File: src/rtl/pifo_sorted_array_if.sv
// Insert, dequeue and drop-report channels of the sorted-array PIFO.
// The master side feeds ranked elements and drains the head. The slave side is the queue itself.
interface pifo_sorted_array_if #(
    parameter int RANK_WIDTH = 10,
    parameter int META_WIDTH = 20
);
    logic                  ins_valid;
    logic                  ins_ready;
    logic [RANK_WIDTH-1:0] ins_rank;
    logic [META_WIDTH-1:0] ins_meta;

    logic                  deq_valid;
    logic                  deq_ready;
    logic [RANK_WIDTH-1:0] deq_rank;
    logic [META_WIDTH-1:0] deq_meta;

    logic                  drop_valid;
    logic [RANK_WIDTH-1:0] drop_rank;
    logic [META_WIDTH-1:0] drop_meta;

    modport master (
        output ins_valid, ins_rank, ins_meta, deq_ready,
        input  ins_ready, deq_valid, deq_rank, deq_meta,
        input  drop_valid, drop_rank, drop_meta
    );

    modport slave (
        input  ins_valid, ins_rank, ins_meta, deq_ready,
        output ins_ready, deq_valid, deq_rank, deq_meta,
        output drop_valid, drop_rank, drop_meta
    );
endinterface

File: src/rtl/pifo_sorted_array.sv
// Sorted register-array PIFO: slot 0 is the head, and valid slots are packed from slot 0.
// Each slot compares its rank against the incoming rank; equal ranks queue behind older entries.
module pifo_sorted_array #(
    parameter int DEPTH      = 16,
    parameter int RANK_WIDTH = 10,
    parameter int META_WIDTH = 20,
    parameter int DROP_MODE  = 0,
    parameter int CNT_WIDTH  = $clog2(DEPTH + 1)
) (
    input  logic                 clk,
    input  logic                 rst,
    pifo_sorted_array_if.slave   bus,
    output logic [CNT_WIDTH-1:0] count,
    output logic                 full,
    output logic                 empty
);
    logic [DEPTH-1:0]      slot_v;
    logic [RANK_WIDTH-1:0] slot_r [DEPTH];
    logic [META_WIDTH-1:0] slot_m [DEPTH];

    logic [DEPTH-1:0]      pp_v;
    logic [RANK_WIDTH-1:0] pp_r [DEPTH];
    logic [META_WIDTH-1:0] pp_m [DEPTH];

    logic [DEPTH-1:0]      le;
    logic [DEPTH-1:0]      nx_v;
    logic [RANK_WIDTH-1:0] nx_r [DEPTH];
    logic [META_WIDTH-1:0] nx_m [DEPTH];

    logic                  pop;
    logic                  ins_fire;
    logic                  overflow;
    logic [CNT_WIDTH-1:0]  count_nx;

    logic                  drop_v_q;
    logic [RANK_WIDTH-1:0] drop_r_q;
    logic [META_WIDTH-1:0] drop_m_q;

    assign full  = (count == CNT_WIDTH'(DEPTH));
    assign empty = (count == '0);

    assign bus.ins_ready = (DROP_MODE != 0) ? 1'b1 : ~full;
    assign pop           = slot_v[0] & bus.deq_ready;
    assign ins_fire      = bus.ins_valid & bus.ins_ready;
    // Only reachable in push-out mode: backpressure holds ins_ready low while full.
    assign overflow      = ins_fire & full & ~pop;

    genvar i;
    generate
        for (i = 0; i < DEPTH; i++) begin : g_slot
            // Post-pop view of the array; the insert position is computed against it.
            if (i == DEPTH - 1) begin : g_tail
                assign pp_v[i] = pop ? 1'b0 : slot_v[i];
                assign pp_r[i] = pop ? '0   : slot_r[i];
                assign pp_m[i] = pop ? '0   : slot_m[i];
            end else begin : g_body
                assign pp_v[i] = pop ? slot_v[i+1] : slot_v[i];
                assign pp_r[i] = pop ? slot_r[i+1] : slot_r[i];
                assign pp_m[i] = pop ? slot_m[i+1] : slot_m[i];
            end

            assign le[i] = pp_v[i] & (pp_r[i] <= bus.ins_rank);

            if (i == 0) begin : g_head
                assign nx_v[i] = ins_fire | pp_v[i];
                assign nx_r[i] = (ins_fire && !le[i]) ? bus.ins_rank : pp_r[i];
                assign nx_m[i] = (ins_fire && !le[i]) ? bus.ins_meta : pp_m[i];
            end else begin : g_rest
                assign nx_v[i] = ins_fire ? pp_v[i-1] : pp_v[i];
                assign nx_r[i] = (!ins_fire || le[i]) ? pp_r[i]
                               : le[i-1]              ? bus.ins_rank
                               :                        pp_r[i-1];
                assign nx_m[i] = (!ins_fire || le[i]) ? pp_m[i]
                               : le[i-1]              ? bus.ins_meta
                               :                        pp_m[i-1];
            end
        end
    endgenerate

    always_comb begin
        count_nx = count;
        if (ins_fire && !pop && !full)
            count_nx = count + CNT_WIDTH'(1);
        else if (pop && !ins_fire)
            count_nx = count - CNT_WIDTH'(1);
    end

    always_ff @(posedge clk or negedge rst) begin
        if (!rst) begin
            slot_v <= '0;
            count  <= '0;
            for (int k = 0; k < DEPTH; k++) begin
                slot_r[k] <= '0;
                slot_m[k] <= '0;
            end
        end else begin
            slot_v <= nx_v;
            count  <= count_nx;
            for (int k = 0; k < DEPTH; k++) begin
                slot_r[k] <= nx_r[k];
                slot_m[k] <= nx_m[k];
            end
        end
    end

    // On overflow, le of the tail tells whether the newcomer lost (rank >= tail) or evicted the tail.
    always_ff @(posedge clk or negedge rst) begin
        if (!rst) begin
            drop_v_q <= 1'b0;
            drop_r_q <= '0;
            drop_m_q <= '0;
        end else begin
            drop_v_q <= overflow;
            if (overflow) begin
                drop_r_q <= le[DEPTH-1] ? bus.ins_rank : slot_r[DEPTH-1];
                drop_m_q <= le[DEPTH-1] ? bus.ins_meta : slot_m[DEPTH-1];
            end
        end
    end

    assign bus.deq_valid  = slot_v[0];
    assign bus.deq_rank   = slot_r[0];
    assign bus.deq_meta   = slot_m[0];
    assign bus.drop_valid = drop_v_q;
    assign bus.drop_rank  = drop_r_q;
    assign bus.drop_meta  = drop_m_q;
endmodule

File: src/flat_wrapper.sv
// flat-port wrapper written by rule: the top's interface ports become plain ports
module pifo_sorted_array_flat 
#(
    parameter int DEPTH      = 16,
    parameter int RANK_WIDTH = 10,
    parameter int META_WIDTH = 20,
    parameter int DROP_MODE  = 0,
    parameter int CNT_WIDTH  = $clog2(DEPTH + 1)
)
  (clk, rst, count, full, empty, bus_ins_valid, bus_ins_rank, bus_ins_meta, bus_deq_ready, bus_ins_ready, bus_deq_valid, bus_deq_rank, bus_deq_meta, bus_drop_valid, bus_drop_rank, bus_drop_meta);
  pifo_sorted_array_if #(.RANK_WIDTH(RANK_WIDTH), .META_WIDTH(META_WIDTH)) bus_i ();
  input  logic clk;
  input  logic rst;
  output logic [CNT_WIDTH-1:0] count;
  output logic full;
  output logic empty;
  input wire logic [$bits(bus_i.ins_valid)-1:0] bus_ins_valid;
  input wire logic [$bits(bus_i.ins_rank)-1:0] bus_ins_rank;
  input wire logic [$bits(bus_i.ins_meta)-1:0] bus_ins_meta;
  input wire logic [$bits(bus_i.deq_ready)-1:0] bus_deq_ready;
  output wire logic [$bits(bus_i.ins_ready)-1:0] bus_ins_ready;
  output wire logic [$bits(bus_i.deq_valid)-1:0] bus_deq_valid;
  output wire logic [$bits(bus_i.deq_rank)-1:0] bus_deq_rank;
  output wire logic [$bits(bus_i.deq_meta)-1:0] bus_deq_meta;
  output wire logic [$bits(bus_i.drop_valid)-1:0] bus_drop_valid;
  output wire logic [$bits(bus_i.drop_rank)-1:0] bus_drop_rank;
  output wire logic [$bits(bus_i.drop_meta)-1:0] bus_drop_meta;
  assign bus_i.ins_valid = bus_ins_valid;
  assign bus_i.ins_rank = bus_ins_rank;
  assign bus_i.ins_meta = bus_ins_meta;
  assign bus_i.deq_ready = bus_deq_ready;
  assign bus_ins_ready = bus_i.ins_ready;
  assign bus_deq_valid = bus_i.deq_valid;
  assign bus_deq_rank = bus_i.deq_rank;
  assign bus_deq_meta = bus_i.deq_meta;
  assign bus_drop_valid = bus_i.drop_valid;
  assign bus_drop_rank = bus_i.drop_rank;
  assign bus_drop_meta = bus_i.drop_meta;
  pifo_sorted_array #(.DEPTH(DEPTH), .RANK_WIDTH(RANK_WIDTH), .META_WIDTH(META_WIDTH), .DROP_MODE(DROP_MODE), .CNT_WIDTH(CNT_WIDTH)) u_core (.clk(clk), .rst(rst), .bus(bus_i), .count(count), .full(full), .empty(empty));
endmodule
File: config.mk
export PLATFORM = sky130hd
export DESIGN_NAME = pifo_sorted_array_flat
export DESIGN_NICKNAME = d
export VERILOG_FILES = /design/src/rtl/pifo_sorted_array_if.sv /design/src/rtl/pifo_sorted_array.sv /design/src/flat_wrapper.sv
export SDC_FILE = /design/constraint.sdc
export NUM_CORES = 2
export LEC_CHECK = 0
export CAP_MARGIN = 40
export CORE_MARGIN = 8
export CORE_UTILIZATION = 39
export CTS_BUF_LIST = sky130_fd_sc_hd__clkbuf_8
export DETAILED_ROUTE_END_ITERATION = 10
export GPL_ROUTABILITY_DRIVEN = 0
export PLACE_DENSITY_LB_ADDON = 0.08
export SYNTH_ARGS = -nofsm -noshare
export SYNTH_HDL_FRONTEND = slang
export SYNTH_SLANG_ARGS = --single-unit
export TNS_END_PERCENT = 1
File: constraint.sdc
create_clock -name clk -period 5.8 [get_ports clk]
set_clock_uncertainty 0.05 [all_clocks]
set_input_delay 1.16 -clock clk [delete_from_list [all_inputs] [get_ports clk]]
set_output_delay 1.16 -clock clk [all_outputs]
set_load 0.02 [all_outputs]
==> flow_metrics.tcl <==
set metrics [dict create \
    outcome "completed" \
    yosysSeqAreaShare_pct 39.1 \
    dr.pass1.iters 5 \
    ys_ff_latch 532 \
    syn_nets 3817 \
    worstPathMaxFanout 55 \
    drcViolationCount 0 \
    synth_area_leader_cell "dfrtp_1" \
    top_usage_layer "met2" \
    max_freq_mhz 215 \
    io_buffer_count 103 \
    ys.flop_type "dfrtp_1" \
    drt-wirelength-per-cell_um 22.5 \
    cts_buffers 103 \
    io_pins 104 \
    hold_class "flip-flop to flip-flop" \
    grt_overflow_total 0 \
    rsz0062_at_grt "no" \
    postCtsSetupRepairBufs 0 \
    synth-warning-count 0 \
    cts_tree "yes" \
    grt_max_degree 157 \
    grt.total_usage_pct 21.8 \
    cts_sinks 532 \
    maxSlewHeadroom_pct 29.6 \
    syn_inst 3619 \
    p_per_area_nw_per_um2 551 \
    first_iter_violations 1799 \
    via_per_inst 5.75 \
    die-area_um2 97100 \
    area_growth_syn_to_layout_pct 13.4 \
    wl_um 109000 \
    worst_ep_required_time_ps 6390 \
    worstPathArrival_ps 5250 \
    clock_path_buffers 3 \
    ys_types 65 \
    fin_ws_ps 1150 \
    clock_latency_ps 770 \
    max_cap_violations 0 \
    die_w_um 312 \
    fin_tns_setup_ps 0 \
    path_class "input pin to flip-flop" \
    synthTopCellsByArea "dfrtp_1, mux2i_1, nand2_1, ha_1, a21oi_1" \
    synth.avg_cell_area_um2 9.42 \
    num_rows 108 \
    reg2reg_depth 12 \
    cp-start-kind "input pin" \
    pre_cts_slack_ps 454 \
    grt_pass1_wl_um 171000 \
    path_clk_slew_ps 60 \
    grt_pass1_vias 29232 \
    grt_util_met3_pct 3.70 \
    initial_utilization_pct 39.3 \
    finalMaxSlewViolations 0 \
    hold_viol 0 \
    hold_buffers 0 \
    grt_use_met1_pct 29.8 \
    layout_commonest_cell "nand2_1" \
    drive_gt1_share_pct 11.1 \
    worstMarginPinSlew_ps 1060 \
    setup_viol 0 \
    critPathCaptureType "flip-flop" \
    cts-root-buf "clkbuf_8" \
    synth_top_area_share_pct 39.1 \
    fillCellCount 8347 \
    async_flop_share_pct 100 \
    vias 27733 \
    syn_area_um2 34100 \
    use_met2_pct 35.2 \
    finalCritPeriodShare_pct 80.2 \
    p_leak_nw 19.9 \
    die_h_um 312 \
    postRouteAntennaNets 0 \
    min_period_ps 4650 \
    finalNetCount 3798 \
    synth_edf_count 0 \
    dp_hpwl_um 73700 \
    coreArea_um2 86600 \
    vdd_drop_max_mv 0.331 \
    grt_antenna_before_repair 2 \
    postCtsResizedCells 0 \
    cts_max_level 3 \
    holdPathStages 0 \
    final_cell_mix "nand2_1, mux2i_1, dfrtp_1" \
]
[synth_stat cells, types with 3 or more instances]
master     count
nand2b_1      12
buf_2         76
nor4_1         8
a31oi_2        3
dfrtp_1      532
o21ai_1        4
o211a_1        4
clkbuf_1     216
o2111ai_1     22
buf_1         19
o22ai_1       25
a31oi_1        9
nand4_1       26
a21boi_0      20
nor2b_1        6
mux2_2        96
a311oi_1      31
or2_2          3
and4_1        16
a32oi_1       11
o21ai_0      143
o2bb2ai_1     41
a221o_1       60
nand2_1      655
nor2_1       163
inv_1         45
nor3_1        32
a21oi_1      228
o21a_1         3
a21o_1       142
mux2i_2        3
a221oi_1       4
clkinv_1      20
and2_1        67
a311oi_2       4
buf_4         40
mux2_1        22
ha_1         163
mux2i_1      582
xnor2_1        3
nor4b_1       29
[worst paths after layout]
kind,from,slack (ps),end
worst max-delay path,bus_deq_ready,1150,u_core.slot_m[256]$_DFF_PN0_
worst max register to register,u_core.slot_v[0]$_DFF_PN0_,1490,u_core.slot_m[256]$_DFF_PN0_
worst min-delay path,u_core.bus.drop_meta[10]$_DFFE_PN0P_,320,u_core.bus.drop_meta[10]$_DFFE_PN0P_
worst min register to register,u_core.bus.drop_meta[10]$_DFFE_PN0P_,320,u_core.bus.drop_meta[10]$_DFFE_PN0P_
min in group asynchronous,rst,390,u_core.slot_r[65]$_DFF_PN0_
max in group asynchronous,rst,3870,u_core.slot_m[86]$_DFF_PN0_
[state kept, by name (all words and copies together) (netlist names)]
register,flops
u_core.bus.drop_meta,20
u_core.count,5
u_core.bus.deq_meta,20
u_core.slot_r,150
u_core.bus.deq_rank,10
u_core.bus.drop_rank,10
u_core.slot_m,300
u_core.slot_v,16
u_core.bus.drop_valid,1
[cell families (layout without fill, tap and decap cells)]
| group | after synthesis | count (layout) | synth area share [%] |
|---|---|---|---|
| DFF | 532 | 532 | 39.1 |
| AOI/OAI and AO/OA | 766 | 766 | 15.1 |
| and+or+nand+nor | 1032 | 1032 | 13.3 |
| other | 1 | 2 | 0.0110 |
| muxes | 703 | 703 | 21.1 |
| adders and majority gates | 164 | 164 | 6.04 |
| xor gates and xnor gates | 4 | 4 | 0.103 |
| buffers and inverters | 417 | 469 | 5.34 |
[power by group]
group          switching [mW]  internal, mW
clock network            1.73          1.97
registers               0.911          5.24
logic                    6.65          4.78
[area by class of cell]
class	count	area, um2	area share (%)
Multi-Input combinational cell	2670	19300	49.9
Sequential cell	532	13300	34.4
Timing Repair Buffer	228	2380	6.16
Clock buffer	128	1760	4.56
Tap cell	1155	1450	3.74
Inverter	65	244	0.631
Clock inverter	48	231	0.599
Antenna cell	1	2.50	0.00647
[per-stage QoR]
step	power, mW	hold slack [ps]	util, %	cell area [um2]	std cells
floorplan	14.1	406	-	34100	3619
global placement	17.2	314	42.2	36500	4642
detailed placement	17.6	314	42.3	36700	4648
CTS	21.4	328	44.6	38600	4824
global route	22.9	333	44.6	38700	4827
finish	21.3	323	44.6	38700	4827
[metal layers]
layer	vias up	routed length (um)
met1	14038	50900
met3	170	5420
li1	12875	-
met2	648	49800
met4	2	2650
met5	-	13
[worst max-delay path, stage by stage]
cell and delay [ps]:
clkdlybuf4s50_1 580, and2_4 780, buf_12 300, nand2_1 80, nand2_1 150, ha_1 170, nand4_1 220, a21oi_1 220
o21ai_0 230, a311oi_4 640, buf_12 310, o21ai_0 140, o22ai_1 190
Note: power is estimated with default switching activity, not from simulation.
